<file path="src/rtl/matrix_pkg.sv">
// Shared types and sizing helpers for the matrix output buffer.
package matrix_pkg;

  localparam int DEF_WORD_W = 32;
  localparam int DEF_ROWS   = 4;

  typedef logic [DEF_WORD_W-1:0] row_t;

  // Index width that stays legal for a single-entry range.
  function automatic int ptr_w(input int n);
    return (n > 1) ? $clog2(n) : 1;
  endfunction

endpackage

</file>
<file path="src/rtl/mof_ram.sv">
// Row storage: one synchronous write port, asynchronous read.
module mof_ram #(
  parameter int WORD_W = 32,
  parameter int DEPTH  = 8,
  parameter int AW     = 3
) (
  input  logic              clk,
  input  logic              we,
  input  logic [AW-1:0]     waddr,
  input  logic [WORD_W-1:0] wdata,
  input  logic [AW-1:0]     raddr,
  output logic [WORD_W-1:0] rdata
);

  logic [WORD_W-1:0] mem [DEPTH];

  always_ff @(posedge clk) begin
    if (we) mem[waddr] <= wdata;
  end

  assign rdata = mem[raddr];

endmodule

</file>
<file path="src/rtl/matrix_out_fifo.sv">
// Row FIFO behind the transposer; tags the last row of each
// matrix and can hold rows back until a matrix is complete.
module matrix_out_fifo
  import matrix_pkg::*;
#(
  parameter int WORD_W    = DEF_WORD_W,
  parameter int ROWS      = DEF_ROWS,
  parameter int DEPTH     = 8,
  parameter int STORE_FWD = 0
) (
  input  logic                     clk,
  input  logic                     rst,
  input  logic [WORD_W-1:0]        m2f_data,
  input  logic                     m2f_valid,
  output logic                     f2m_ready,
  output logic [WORD_W-1:0]        f_data,
  output logic                     f_valid,
  output logic                     f_last,
  input  logic                     f_ready,
  output logic [$clog2(DEPTH):0]   level,
  output logic [$clog2(DEPTH):0]   matrix_cnt
);

  localparam int AW = ptr_w(DEPTH);
  localparam int RW = ptr_w(ROWS);
  localparam int LW = $clog2(DEPTH) + 1;

  if ((DEPTH < ROWS) || ((DEPTH & (DEPTH - 1)) != 0)) begin : g_bad_depth
    $error("matrix_out_fifo: DEPTH must be a power of 2 and >= ROWS");
  end

  logic [AW-1:0] wr_ptr;
  logic [AW-1:0] rd_ptr;
  logic [RW-1:0] wr_row;
  logic [RW-1:0] rd_row;
  logic [LW-1:0] lvl_q;
  logic [LW-1:0] mcnt_q;
  logic          push;
  logic          pop;
  logic          wr_done;
  logic          rd_done;

  assign f2m_ready  = ~rst & (lvl_q != LW'(DEPTH));
  assign f_valid    = (STORE_FWD != 0) ? (mcnt_q != '0)
                                       : (lvl_q != '0);
  assign f_last     = f_valid & (rd_row == RW'(ROWS - 1));
  assign push       = m2f_valid & f2m_ready;
  assign pop        = f_valid & f_ready;
  assign wr_done    = push & (wr_row == RW'(ROWS - 1));
  assign rd_done    = pop & f_last;
  assign level      = lvl_q;
  assign matrix_cnt = mcnt_q;

  always_ff @(posedge clk or posedge rst) begin
    if (rst) begin
      wr_ptr <= '0;
      rd_ptr <= '0;
      wr_row <= '0;
      rd_row <= '0;
    end else begin
      if (push) begin
        wr_ptr <= (wr_ptr == AW'(DEPTH - 1)) ? '0 : wr_ptr + AW'(1);
        wr_row <= (wr_row == RW'(ROWS - 1)) ? '0 : wr_row + RW'(1);
      end
      if (pop) begin
        rd_ptr <= (rd_ptr == AW'(DEPTH - 1)) ? '0 : rd_ptr + AW'(1);
        rd_row <= (rd_row == RW'(ROWS - 1)) ? '0 : rd_row + RW'(1);
      end
    end
  end

  always_ff @(posedge clk or posedge rst) begin
    if (rst) begin
      lvl_q <= '0;
    end else begin
      unique case (1'b1)
        push & ~pop: lvl_q <= lvl_q + LW'(1);
        pop & ~push: lvl_q <= lvl_q - LW'(1);
        default:     lvl_q <= lvl_q;
      endcase
    end
  end

  // Completing push and last-row pop in one cycle cancel out.
  always_ff @(posedge clk or posedge rst) begin
    if (rst) begin
      mcnt_q <= '0;
    end else begin
      unique case (1'b1)
        wr_done & ~rd_done: mcnt_q <= mcnt_q + LW'(1);
        rd_done & ~wr_done: mcnt_q <= mcnt_q - LW'(1);
        default:            mcnt_q <= mcnt_q;
      endcase
    end
  end

  mof_ram #(
    .WORD_W(WORD_W),
    .DEPTH (DEPTH),
    .AW    (AW)
  ) u_ram (
    .clk  (clk),
    .we   (push),
    .waddr(wr_ptr),
    .wdata(m2f_data),
    .raddr(rd_ptr),
    .rdata(f_data)
  );

endmodule

</file>
<file path="config.mk">
export PLATFORM = sky130hd
export DESIGN_NAME = matrix_out_fifo
export DESIGN_NICKNAME = d
export VERILOG_FILES = /design/src/rtl/matrix_pkg.sv /design/src/rtl/mof_ram.sv /design/src/rtl/matrix_out_fifo.sv
export SDC_FILE = /design/constraint.sdc
export NUM_CORES = 1
export LEC_CHECK = 0
export ABC_AREA = 1
export BUFFER_PORTS_ARGS = -buffer_cell sky130_fd_sc_hd__buf_2
export CORE_UTILIZATION = 60
export CTS_CLUSTER_DIAMETER = 40
export DETAILED_ROUTE_END_ITERATION = 8
export PLACE_DENSITY = 0.84
export SYNTH_ARGS = -nofsm -noshare
export SYNTH_HDL_FRONTEND = slang
export SYNTH_SLANG_ARGS = --single-unit
</file>
<file path="constraint.sdc">
create_clock -name clk -period 4.5 [get_ports clk]
set_clock_uncertainty 0.05 [all_clocks]
set_input_delay 0.9 -clock clk [delete_from_list [all_inputs] [get_ports clk]]
set_output_delay 0.9 -clock clk [all_outputs]
set_load 0.05 [all_outputs]
</file>
# == Word-level counts from Yosys, hierarchy flattened ==
# Memories as Yosys holds them, arrays and structs flattened.
# Cells that the tools add are included.
# W data, S select, Z words.
# word_totals
mem_count,1
mem_bits_rw,256
reg_bits,18
input_bits,36
output_inout_bits,43
# memory_table
name,depth,width,rd,rd_clocked_by_memory_dff,wr,line_no,rtl
u_ram.mem,8,32,1,0,1,mof_ram.sv:15,logic [WORD_W-1:0] mem [DEPTH];
# op_classes
n_bitwise,15
mux,8
n_reduce_logical,3
n_addsub,8
eq_ne,5
# ops
op,count
$pmux W4 S2,2
$and A1 B1 Y1,10
$add A4 B1 Y4 const B,2
$sub A4 B1 Y4 const B,2
$add A3 B1 Y3 const B,2
$eq A3 B3 Y1 const B,2
$mux W3,2
$not A1 Y1,5
$add A2 B1 Y2 const B,2
$eq A2 B2 Y1 const B,2
$mux W2,2
$ne A4 B4 Y1 const B,1
$reduce_bool A2 Y1,2
$reduce_bool A4 Y1,1
$mux W1,2

# == Longest topological paths before layout ==
# Gate-level depths: netlist of the first run.
# logic_depth
word_depth,7
mapped_depth,13

# == Cells and area by module ==
# Synthesis of the first run repeated with hierarchy kept, for this count alone.
# unflattened
cells_unflattened,1256
hier_area_um2,12371.9
# by_module_without_submodules
module,area_per_inst_um2,cells_per_inst,instances,seq_area_each_um2
mof_ram,11232.0,1124,1,7687.4
matrix_out_fifo,1139.8,132,1,450.4

# == Least setup slack after synthesis of the first run ==
# Ideal clock, no wire load.
# synth_timing
path_type,input-to-reg
start,input rst
end,memory u_ram.mem[6][0] (enable)
slack_ps,-29
cell_stages,4
arrival_time_ps,4018
required_time_ps,3989
cell_sequence,inv_1 nand3_2 buf_2 nor3_1
# synth_between
elab_chain_len,5
# synth_lines
item,line_no,rtl
start: declaration,matrix_out_fifo.sv:12,"input logic rst,"
$not A1 Y1,matrix_out_fifo.sv:43,assign f2m_ready = ~rst & (lvl_q != LW'(DEPTH));
$and A1 B1 Y1,matrix_out_fifo.sv:43,
$and A1 B1 Y1,matrix_out_fifo.sv:47,assign push = m2f_valid & f2m_ready;
$mux W1,mof_ram.sv:18,if (we) mem[waddr] <= wdata;
$mux W1 (implied by the code),mof_ram.sv:18,
end: declaration,mof_ram.sv:15,
# Every way passes these cells.

# == Worst setup path after layout of the first run ==
# layout_timing
start,register rd_ptr[0]
end,output f_data[17]
# layout_between
elab_chain_len,1
# layout_lines
item,line_no,rtl
start: declaration,matrix_out_fifo.sv:33,logic [AW-1:0] rd_ptr;
start signal: assignment,matrix_out_fifo.sv:66,rd_ptr <= (rd_ptr == AW'(DEPTH - 1)) ? '0 : rd_ptr + AW'(1);
$mem_v2 Z8 W32,-,
end: declaration,matrix_out_fifo.sv:16,"output logic [WORD_W-1:0] f_data,"
# Every way passes these cells.

==> run metrics, run 1 <==
# diodes=0; R2R depth=11; M2 GR Usage=41.94%; Slew Limit Headroom=42.10%; Overall Global Routing Usage=24.59%; syn nets=973; max_cap viols=0; CP Max Fanout=54; Fin Setup TNS=0 ns; DP HPWL=12290 um; RSZ-0062 raised after global routing=false; drt drc=8; Cell Rows=49; IO buf count=78; number of enable flip-flop cells after synthesis=256; Tot Pwr=9.336 mW; CP max-delay cell=dfrtp_4; Worst Setup End Kind=output pin; grt total ovfl=0; most frequent cells in the layout=edfxtp_1 (256), nor2_1 (202), o21ai_0 (135); DRT iter0 DRCs=813; global-route wire length before repair=36200 um; met3 Track Usage GR=3.672%; post-route ant nets=0; CTS sink cnt=274; CTS tree=yes; worst path cell trace=clkinv_2 -> buf_4 -> o21ai_0 -> o21ai_1 -> nand2_1 -> nand2_1 -> buf_2; Place WS=1.009 ns; final hold violations=0; largest net degree at the start of global routing=85; Post-Syn Area per Cell=12.03 um^2; Hold Crit Class=input port to asynchronous set/reset pin; Buf+Inv Stages, Crit Path=3; status=finished with violations; layout cell share with drive strength beyond 1=15.65%; initial antenna violation count=0; setup ws final=0.3620 ns; Detailed Routing Iterations Pass 1=7; Avg Vias per Cell=5.811; clk root buf=clkbuf_16; failing checks=DRC; commonest non-fill, non-tap cell in the layout=edfxtp_1; design area=12780 um^2; Min Hold Slack=0.3752 ns; top_reg_cell synth=edfxtp_1; Clk Latency, worst-skew pair=0.55 ns; CTS clock-pin slew for the worst setup and hold paths=0.06 ns; Non-Filler Instances=1258; post-synthesis cell type count=30; Area after DPL=11740 um^2; crit-path max cell delay=0.72 ns; Fmax=241.7 MHz; wirelength, routed=23480 um; Top cell by count, worst path=nand2_1; Async S/R FF share, synth=6.569%; Vert. Die Dim=138.1 um; worst vdd ir=0.6051 mV; die width=138.1 um; Layout Area Growth over Synthesis=14.92%; worst-margin pin slew=0.8675 ns; Critical R2R Capture=level[2]; core box area=18090 um^2; number of fill cells=1145; Setup Buffers After CTS=0; #FFs+latches synth=274; global route hottest layer=met2; RD Place Congestion=0.7766; post-layout util=70.65%; htree depth=1; top cell family by delay on the critical path=buffers and inverters; Routed wire per std cell=18.66 um; Starting Density=61.48%; required time of the critical path=3.55 ns; DP Cell Count=1202; CTS Buf Count=30; Mapped Cells=924; Vias=7310; Tcrit/Tclk final=91.96%; Min Clock Period, post-route=4.138 ns; Seq/Total Area, Yosys=73.19%; Hold-fix buffers, CTS=0; Worst EP arrival=3.19 ns; worst reg2reg path startpoint=level[1]; nets@finish=1054; Final Setup Violations=0; clk buf depth=3; GRT met1 Usage=31.96%; top-level port count=79; final slew viol count=0; reg2reg setup slack=2.13 ns; Pwr Density=730.6 nW/um^2; number of global-route vias before repair=7113; Worst Setup Start Kind=register; cts repair resizes=0; yosys warns=0; die area=19080 um^2; Pleak=4.708 nW; Post-Syn Area=11120 um^2; Setup Crit Path Kind=register to output pin
==> state kept, by name, indices dropped and copies added (netlist names) <==
signal	flops
level	4
matrix_cnt	4
rd_ptr	3
rd_row	2
u_ram.mem	256
wr_ptr	3
wr_row	2
==> how the worst max path moves through the flow <==
stage | from | to | slack [ns] | cells past startpoint
2_1_floorplan | rst | u_ram.mem[6][0] | -0.03 | 4
3_3_place_gp | rd_ptr[0] | f_data[3] | 1.12 | 7
3_5_place_dp | rd_ptr[0] | f_data[2] | 1.01 | 7
4_1_cts | rd_ptr[0] | f_data[17] | 0.36 | 7
5_1_grt | rd_ptr[0] | f_data[31] | 0.15 | 7
6_report | rd_ptr[0] | f_data[17] | 0.36 | 7
==> power by group <==
part           switching (mW)  internal [mW]
clock network           0.988           1.55
logic                    2.65          0.877
registers               0.233           3.04
==> layer usage <==
layer	vias to the layer above	wire, um
met5	-	0
met4	0	556
met3	44	1909
met2	353	11660
met1	3517	9355
li1	3396	-
==> worst reg2reg max path: stages, from the launching register on <==
cell and delay (ns):
dfrtp_1 0.46, nor2_2 0.08, nand3_1 0.09, nand3_2 0.36
ha_1 0.43, nand2_1 0.09, inv_1 0.05, nor2_1 0.13
ha_1 0.16, a21oi_1 0.05, xor2_1 0.17, o21ai_0 0.17
==> synthesized netlist by cell type, drive strengths merged, types with 8 or more instances <==
cell | n | area, um^2
nor2 | 203 | 764.5
clkbuf | 24 | 96.34
nand2 | 131 | 491.7
inv | 20 | 75.07
ha | 12 | 150.1
dfrtp | 18 | 450.4
nor3 | 8 | 40.04
nand3 | 8 | 45.04
buf | 26 | 180.2
o21ai | 202 | 1011
edfxtp | 256 | 7687
==> layout make-up <==
type                       instances  area, um^2  area share, %
clock inverter                    22       252.7          1.978
inverter                          20       76.32         0.5973
tap                              229       286.5          2.242
clock buffer                      34       787.0          6.159
sequential                       274        8145          63.74
multi-input combinational        580        2670          20.89
timing repair buffer              99       560.5          4.387
==> logic make-up after synthesis <==
kind of cell,count (synthesis),share of synthesized area [%]
XOR/XNOR,6,0.4727
AND/OR/NAND/NOR,352,12.18
AO/OA/AOI/OAI,209,9.475
flip-flops,274,73.19
adder cells (fa/ha/maj),13,1.530
buffers and inverters,70,3.162
Power figures use the tool's default switching activity.
==> run 2, diff against run 1 <==
BUFFER_PORTS_ARGS = -buffer_cell sky130_fd_sc_hd__buf_4   (was -buffer_cell sky130_fd_sc_hd__buf_2)
clock period = 4.1 ns   (was 4.5 ns; I/O delays follow)
==> run 2 against run 1 <==
The flow still finishes with violations (DRC). Critical path depth decreased by 1. Cell area rose by 2.1%. Register-to-register slack worse by 0.31 ns. Global-route usage about the same. Combinational power rose by 17%. Sequential share of layout area shrank 1.3 points. Clock power is 12% higher. Via count hardly changed. Sequential power increased by 8.9%. Critical path type unchanged. Critical endpoint is now f_data[23]. Highest routed layer unchanged.
==> run metrics, run 2 (synthesized netlist as in run 1, its figures left out) <==
Pleak=4.804 nW (+2.1%); RD Place Congestion=0.7202 (-7.3%); Place WS=1.366 ns (+0.3567 ns); top cell family by delay on the critical path=flip-flops; Setup Buffers After CTS=0 (unchanged); Overall Global Routing Usage=24.62% (about the same); core box area=18090 um^2 (unchanged); die width=138.1 um (unchanged); top-level port count=79 (unchanged); CTS Buf Count=31 (+3.3%); clk root buf=clkbuf_16; Comb power frac=39.2% (+1.4 points); global-route wire length before repair=36620 um (+1.2%); Hold Crit Class=input port to asynchronous set/reset pin; Buf+Inv Stages, Crit Path=2 (-1); Detailed Routing Iterations Pass 1=7 (unchanged); worst path cell trace=buf_12 -> o21ai_0 -> o21ai_0 -> nand2_1 -> nand2_1 -> buf_4; Cell Rows=49 (unchanged); die area=19080 um^2 (unchanged); Routed wire per std cell=18.21 um (-2.4%); Min Clock Period, post-route=3.341 ns; htree depth=1 (unchanged); required time of the critical path=3.23 ns (-0.32 ns); largest net degree at the start of global routing=130 (+53%); Fmax=299.3 MHz; DRT iter0 DRCs=762 (-6.3%); crit-path max cell delay=0.87 ns (+0.15 ns); CP Max Fanout=68 (+26%); clk buf depth=3 (unchanged); Worst EP arrival=2.47 ns (-0.72 ns); DP HPWL=12330 um (+0.27%); post-route ant nets=0 (unchanged); Final Setup Violations=0 (unchanged); # diodes=0 (unchanged); area of the multi-input gates=2670 um^2 (unchanged); number of global-route vias before repair=7381 (+3.8%); wirelength, routed=23000 um (-2.0%); worst vdd ir=0.5335 mV (-12%); final hold violations=0 (unchanged); Vert. Die Dim=138.1 um (unchanged); CP max-delay cell=dfrtp_4; grt total ovfl=0 (unchanged); commonest non-fill, non-tap cell in the layout=edfxtp_1; setup ws final=0.7587 ns (+0.3967 ns); Worst Setup Start Kind=register; Non-Filler Instances=1263 (+0.40%); initial antenna violation count=0 (unchanged); Clk Latency, worst-skew pair=0.54 ns (about the same); Starting Density=61.48% (unchanged); DP Cell Count=1206 (+0.33%); Setup Crit Path Kind=register to output pin; cts repair resizes=0 (unchanged); Internal=6.247 mW (+14%); switching power=4.274 mW (+10%); RSZ-0062 raised after global routing=false; Pwr Density=806.1 nW/um^2 (+10%); max FFs per register=256 (unchanged); most frequent cells in the layout=edfxtp_1 (256), nor2_1 (202), o21ai_0 (135); R2R depth=12 (+1); Layout Area Growth over Synthesis=17.37%; Clk network pwr share=27.0% (about the same); layout cell share with drive strength beyond 1=16.25% (+0.60 points); sequential share of power=33.8% (-1.2 points); reg2reg setup slack=1.82 ns (-0.31 ns); Reg area=8145 um^2 (unchanged); final slew viol count=0 (unchanged); CTS sink cnt=274 (unchanged); number of fill cells=1151 (+0.52%); Critical R2R Capture=matrix_cnt[3]; post-layout util=72.16% (+1.5 points); Largest Register=u_ram.mem; Fin Setup TNS=0 ns (unchanged); Avg Vias per Cell=5.785 (-0.44%); Min Hold Slack=0.2752 ns (-0.1000 ns); worst reg2reg path startpoint=level[0]; max_cap viols=0 (unchanged); sw frac=40.62% (-0.87 points); failing checks=DRC; drt drc=8 (unchanged); Slew Limit Headroom=49.53% (+7.4 points); CTS clock-pin slew for the worst setup and hold paths=0.06 ns (about the same); status=finished with violations; worst-margin pin slew=0.7571 ns (-0.1105 ns); Tcrit/Tclk final=81.50%; Hold-fix buffers, CTS=0 (unchanged); nets@finish=1059 (+0.47%); IO buf count=78 (unchanged); Worst Setup End Kind=output pin; CTS tree=yes; Vias=7307 (-0.041%)
## run 2: layer usage
| layer | global-route usage, % | vias up | share of wire [%] |
|---|---|---|---|
| met5 | 0 | - | 0 |
| met4 | 10.05 | 0 | 2.7 |
| met3 | 3.464 | 54 | 6.7 |
| met2 | 43.31 | 319 | 52 |
| met1 | 31.00 | 3525 | 39 |
| li1 | - | 3409 | - |
## run 2: how the worst max path moves through the flow
stage / slack, ns / startpoint / endpoint / cells after the start
final: 0.76 / rd_ptr[1] / f_data[23] / 6
after global placement: 1.41 / rst / level[2] / 13
after CTS: 0.77 / rd_ptr[0] / f_data[11] / 7
after global routing: 0.60 / rd_ptr[0] / f_data[2] / 7
after floorplan: -0.35 / rst / u_ram.mem[6][0] / 4
after detailed placement: 1.37 / rd_ptr[0] / f_data[8] / 7
## run 2: power by group through the flow
| stage | registers, mW | clock network [mW] | logic, mW |
|---|---|---|---|
| floorplan | 3.63 | 0 | 2.91 |
| detailed placement | 3.61 | 0 | 4.07 |
| global placement | 3.60 | 0 | 3.97 |
| global route | 3.59 | 2.98 | 4.47 |
| CTS | 3.55 | 2.87 | 4.13 |
| finish | 3.56 | 2.84 | 4.12 |
## run 2: cell type report
type,instances,area share [%]
Inverter,20,0.5848
Clock buffer,37,6.116
Sequential cell,274,62.41
Clock inverter,20,2.119
Timing Repair Buffer,103,6.116
Multi-Input combinational cell,580,20.46
Tap cell,229,2.195
## run 2: metrics by stage
step	area (um^2)	power [mW]
2_1_floorplan	11120	6.538
3_3_place_gp	11980	7.570
3_5_place_dp	11980	7.682
4_1_cts	13050	10.55
5_1_grt	13050	11.04
6_report	13050	10.52
## run 2: worst reg2reg max path: stages (launching register included)
cell and delay, ns:
dfrtp_1 0.44, nor2_2 0.19, nand3_1 0.11, nand2_1 0.18, nor2_1 0.08, ha_1 0.27
ha_1 0.36, nand2_1 0.06, nor2_1 0.08, nor2_1 0.05, and2_1 0.13, o21bai_1 0.11
nand2_1 0.06
==> run 3, diff against run 2 <==
ABC_AREA = 0   (was 1)
CORE_UTILIZATION = 54   (was 60)
PLACE_DENSITY = 0.81   (was 0.84)
clock period = 2.9 ns   (was 4.1 ns; I/O delays follow)
==> run 3 against run 2 <==
The run ends with setup timing left. First-iteration DRC count decreased by 42%. Critical path type unchanged. Setup slack got worse by 0.80 ns. Non-clock buffer count increased by 12. Clock-buffer cell count shrank 4. Critical path depth is 1 lower.
==> run metrics, run 3 <==
Cell Rows=51 (+4.1%); CTS Buf Count=30 (-3.2%); Avg Vias per Cell=5.969 (+3.2%); Layout Area Growth over Synthesis=24.26%; Place WS=0.1699 ns (-1.196 ns); top-level port count=79 (unchanged); Setup Crit Path Kind=register to output pin; Vert. Die Dim=143.5 um (+3.9%); Synth area leader=edfxtp_1; Pwr Density=1109 nW/um^2 (+38%); CTS sink cnt=274 (unchanged); Tot Pwr=14.91 mW (+42%); post-route ant nets=0 (unchanged); Area after DPL=12140 um^2 (+1.3%); max FFs per register=256 (unchanged); most frequent cells in the layout=edfxtp_1 (256), buf_4 (72), mux4_2 (64); wirelength, routed=22330 um (-2.9%); Worst Setup End Kind=output pin; number of enable flip-flop cells after synthesis=256 (unchanged); CP Max Fanout=8 (-88%); Yosys top cell area share=71.09% (+2.0 points); number of global-route vias before repair=5693 (-23%); worst vdd ir=0.8554 mV (+60%); Largest Register=u_ram.mem; htree depth=1 (unchanged); worst-margin pin slew=0.5247 ns (-0.2324 ns); number of fill cells=1169 (+1.6%); #FFs+latches synth=274 (unchanged); die width=143.5 um (+3.9%); RSZ-0062 raised after global routing=true; Hold Crit Class=input port to asynchronous set/reset pin; R2R depth=7 (-5); Pleak=4.621 nW (-3.8%); most instantiated cells after synthesis=edfxtp_1 (256), mux4_2 (64), mux2_2 (36), dfrtp_1 (18); initial antenna violation count=0 (unchanged); grt total ovfl=0 (unchanged); Post-Syn Area=10810 um^2 (-2.7%); commonest non-fill, non-tap cell in the layout=edfxtp_1; setup ws final=-0.04598 ns (-0.8047 ns); reg2reg setup slack=0.18 ns (-1.64 ns); required time of the critical path=2.27 ns (-0.96 ns); Min Hold Slack=0.03147 ns (-0.2437 ns); Fmax=339.4 MHz; Mapped Cells=487 (-47%); Tcrit/Tclk final=101.6%; clk buf depth=3 (unchanged); DP HPWL=12000 um (-2.6%); top cell family by delay on the critical path=multiplexers; # diodes=0 (unchanged); RD Place Congestion=0.7354 (+2.1%); Critical R2R Capture=level[3]; clk root buf=clkbuf_16; Fin Setup TNS=-0.4182 ns (-0.4182 ns); nets@finish=659 (-38%); final slew viol count=0 (unchanged); top-count cell post-synth=edfxtp_1; IO buf count=78 (unchanged); Clk Latency, worst-skew pair=0.55 ns (about the same); status=finished with violations; post-synthesis cell type count=42 (+40%); Starting Density=55.38% (-6.1 points); design area=13440 um^2 (+3.0%); crit-path max cell delay=0.52 ns (-0.35 ns); Buf+Inv Stages, Crit Path=3 (+1); drt drc=0 (-8); area of the multi-input gates=2734 um^2 (+2.4%); worst path cell trace=buf_12 -> clkbuf_16 -> mux4_2 -> mux2_4 -> buf_6; Vias=5366 (-27%); Slew Limit Headroom=65.02% (+15 points); Hold-fix buffers, CTS=0 (unchanged); final hold violations=0 (unchanged); Worst EP arrival=2.32 ns (-0.15 ns); yosys warns=0 (unchanged); CP max-delay cell=mux4_2; Reg area=8152 um^2 (about the same); top post-synthesis cells by area=edfxtp_1 (71%), mux4_2 (13%), dfrtp_1 (4.2%); CTS clock-pin slew for the worst setup and hold paths=0.06 ns (about the same); Min Clock Period, post-route=2.946 ns; Detailed Routing Iterations Pass 1=4 (-3); max_cap viols=0 (unchanged); global-route wire length before repair=33110 um (-9.6%); CTS tree=yes; failing checks=setup timing; worst reg2reg path startpoint=level[1]; Final Setup Violations=23 (+23); Routed wire per std cell=24.84 um (+36%); Seq/Total Area, Yosys=75.25% (+2.1 points); Overall Global Routing Usage=22.23% (-2.4 points); core box area=19530 um^2 (+8.0%); layout cell share with drive strength beyond 1=47.00% (+31 points); syn nets=536 (-45%); DRT iter0 DRCs=443 (-42%); Async S/R FF share, synth=6.569% (unchanged); die area=20600 um^2 (+7.9%); Worst Setup Start Kind=register; largest net degree at the start of global routing=28 (-78%); top_reg_cell synth=edfxtp_1; Post-Syn Area per Cell=22.21 um^2 (+85%)
-- run 3: area by class of cell --
cell class / instances / share of cell area, %
clock buffers: 33 / 5.829
flip-flops and latches: 274 / 60.66
repair buffers: 115 / 8.771
multi-input cells: 177 / 20.34
clock inverters: 23 / 1.471
inverters: 12 / 0.4562
well taps: 265 / 2.467
-- run 3: logic make-up (layout without fill, tap and decap cells) --
group                      Yosys count  after routing  share of synthesized area (%)
DFF                                274            274                          75.25
and+or+nand+nor                     36             36                          2.094
xor gates and xnor gates             5              5                         0.4050
buffers and inverters               36            183                          1.562
muxes                              107            107                          17.96
adders and majority gates           13             13                          1.573
AOI/OAI and AO/OA                   16             16                          1.157
-- run 3: layer usage --
layer / vias to the layer above / global-route usage [%] / wire (um)
li1: 2292 / - / -
met1: 2830 / 28.75 / 8814
met2: 205 / 38.53 / 11730
met3: 39 / 3.332 / 1146
met4: 0 / 7.951 / 640
met5: - / 0 / 0
-- run 3: how the worst max path moves through the flow --
stage                         start              end  slack (ns)  depth (start not counted)
after CTS                 rd_ptr[0]       f_data[12]       -0.06                          4
after global placement     level[1]         level[3]        0.30                          7
after detailed placement   level[1]         level[3]        0.17                          7
after floorplan                 rst  u_ram.mem[4][0]       -0.05                          5
final                     rd_ptr[0]       f_data[14]       -0.05                          5
after global routing      rd_ptr[0]       f_data[14]       -0.09                          5
-- run 3: through the flow --
step | util, % | instances
2_1_floorplan | - | 487
3_3_place_gp | 62.16 | 835
3_5_place_dp | 62.16 | 835
4_1_cts | 67.87 | 893
5_1_grt | 68.82 | 899
6_report | 68.82 | 899
-- run 3: where the power goes --
| group | internal (mW) | leakage (nW) | switching (mW) |
|---|---|---|---|
| Sequential | 4.76 | 2.52 | 0.338 |
| Clock | 2.15 | 0.485 | 1.54 |
| Combinational | 2.79 | 1.62 | 3.34 |
| Total | 9.69 | 4.62 | 5.21 |
-- run 3: worst min-delay path, cell delays in order --
cell and delay, ns:
buf_4 0.12, clkinvlp_4 0.05, buf_4 0.25
-- run 3: timing repair --
action / CTS / global route
setup buffers: 2 / 2
setup endpoints to repair: 32 / 32
pin swaps: 0 / 0
gates cloned: 0 / 4
gates resized for setup: 32 / 14
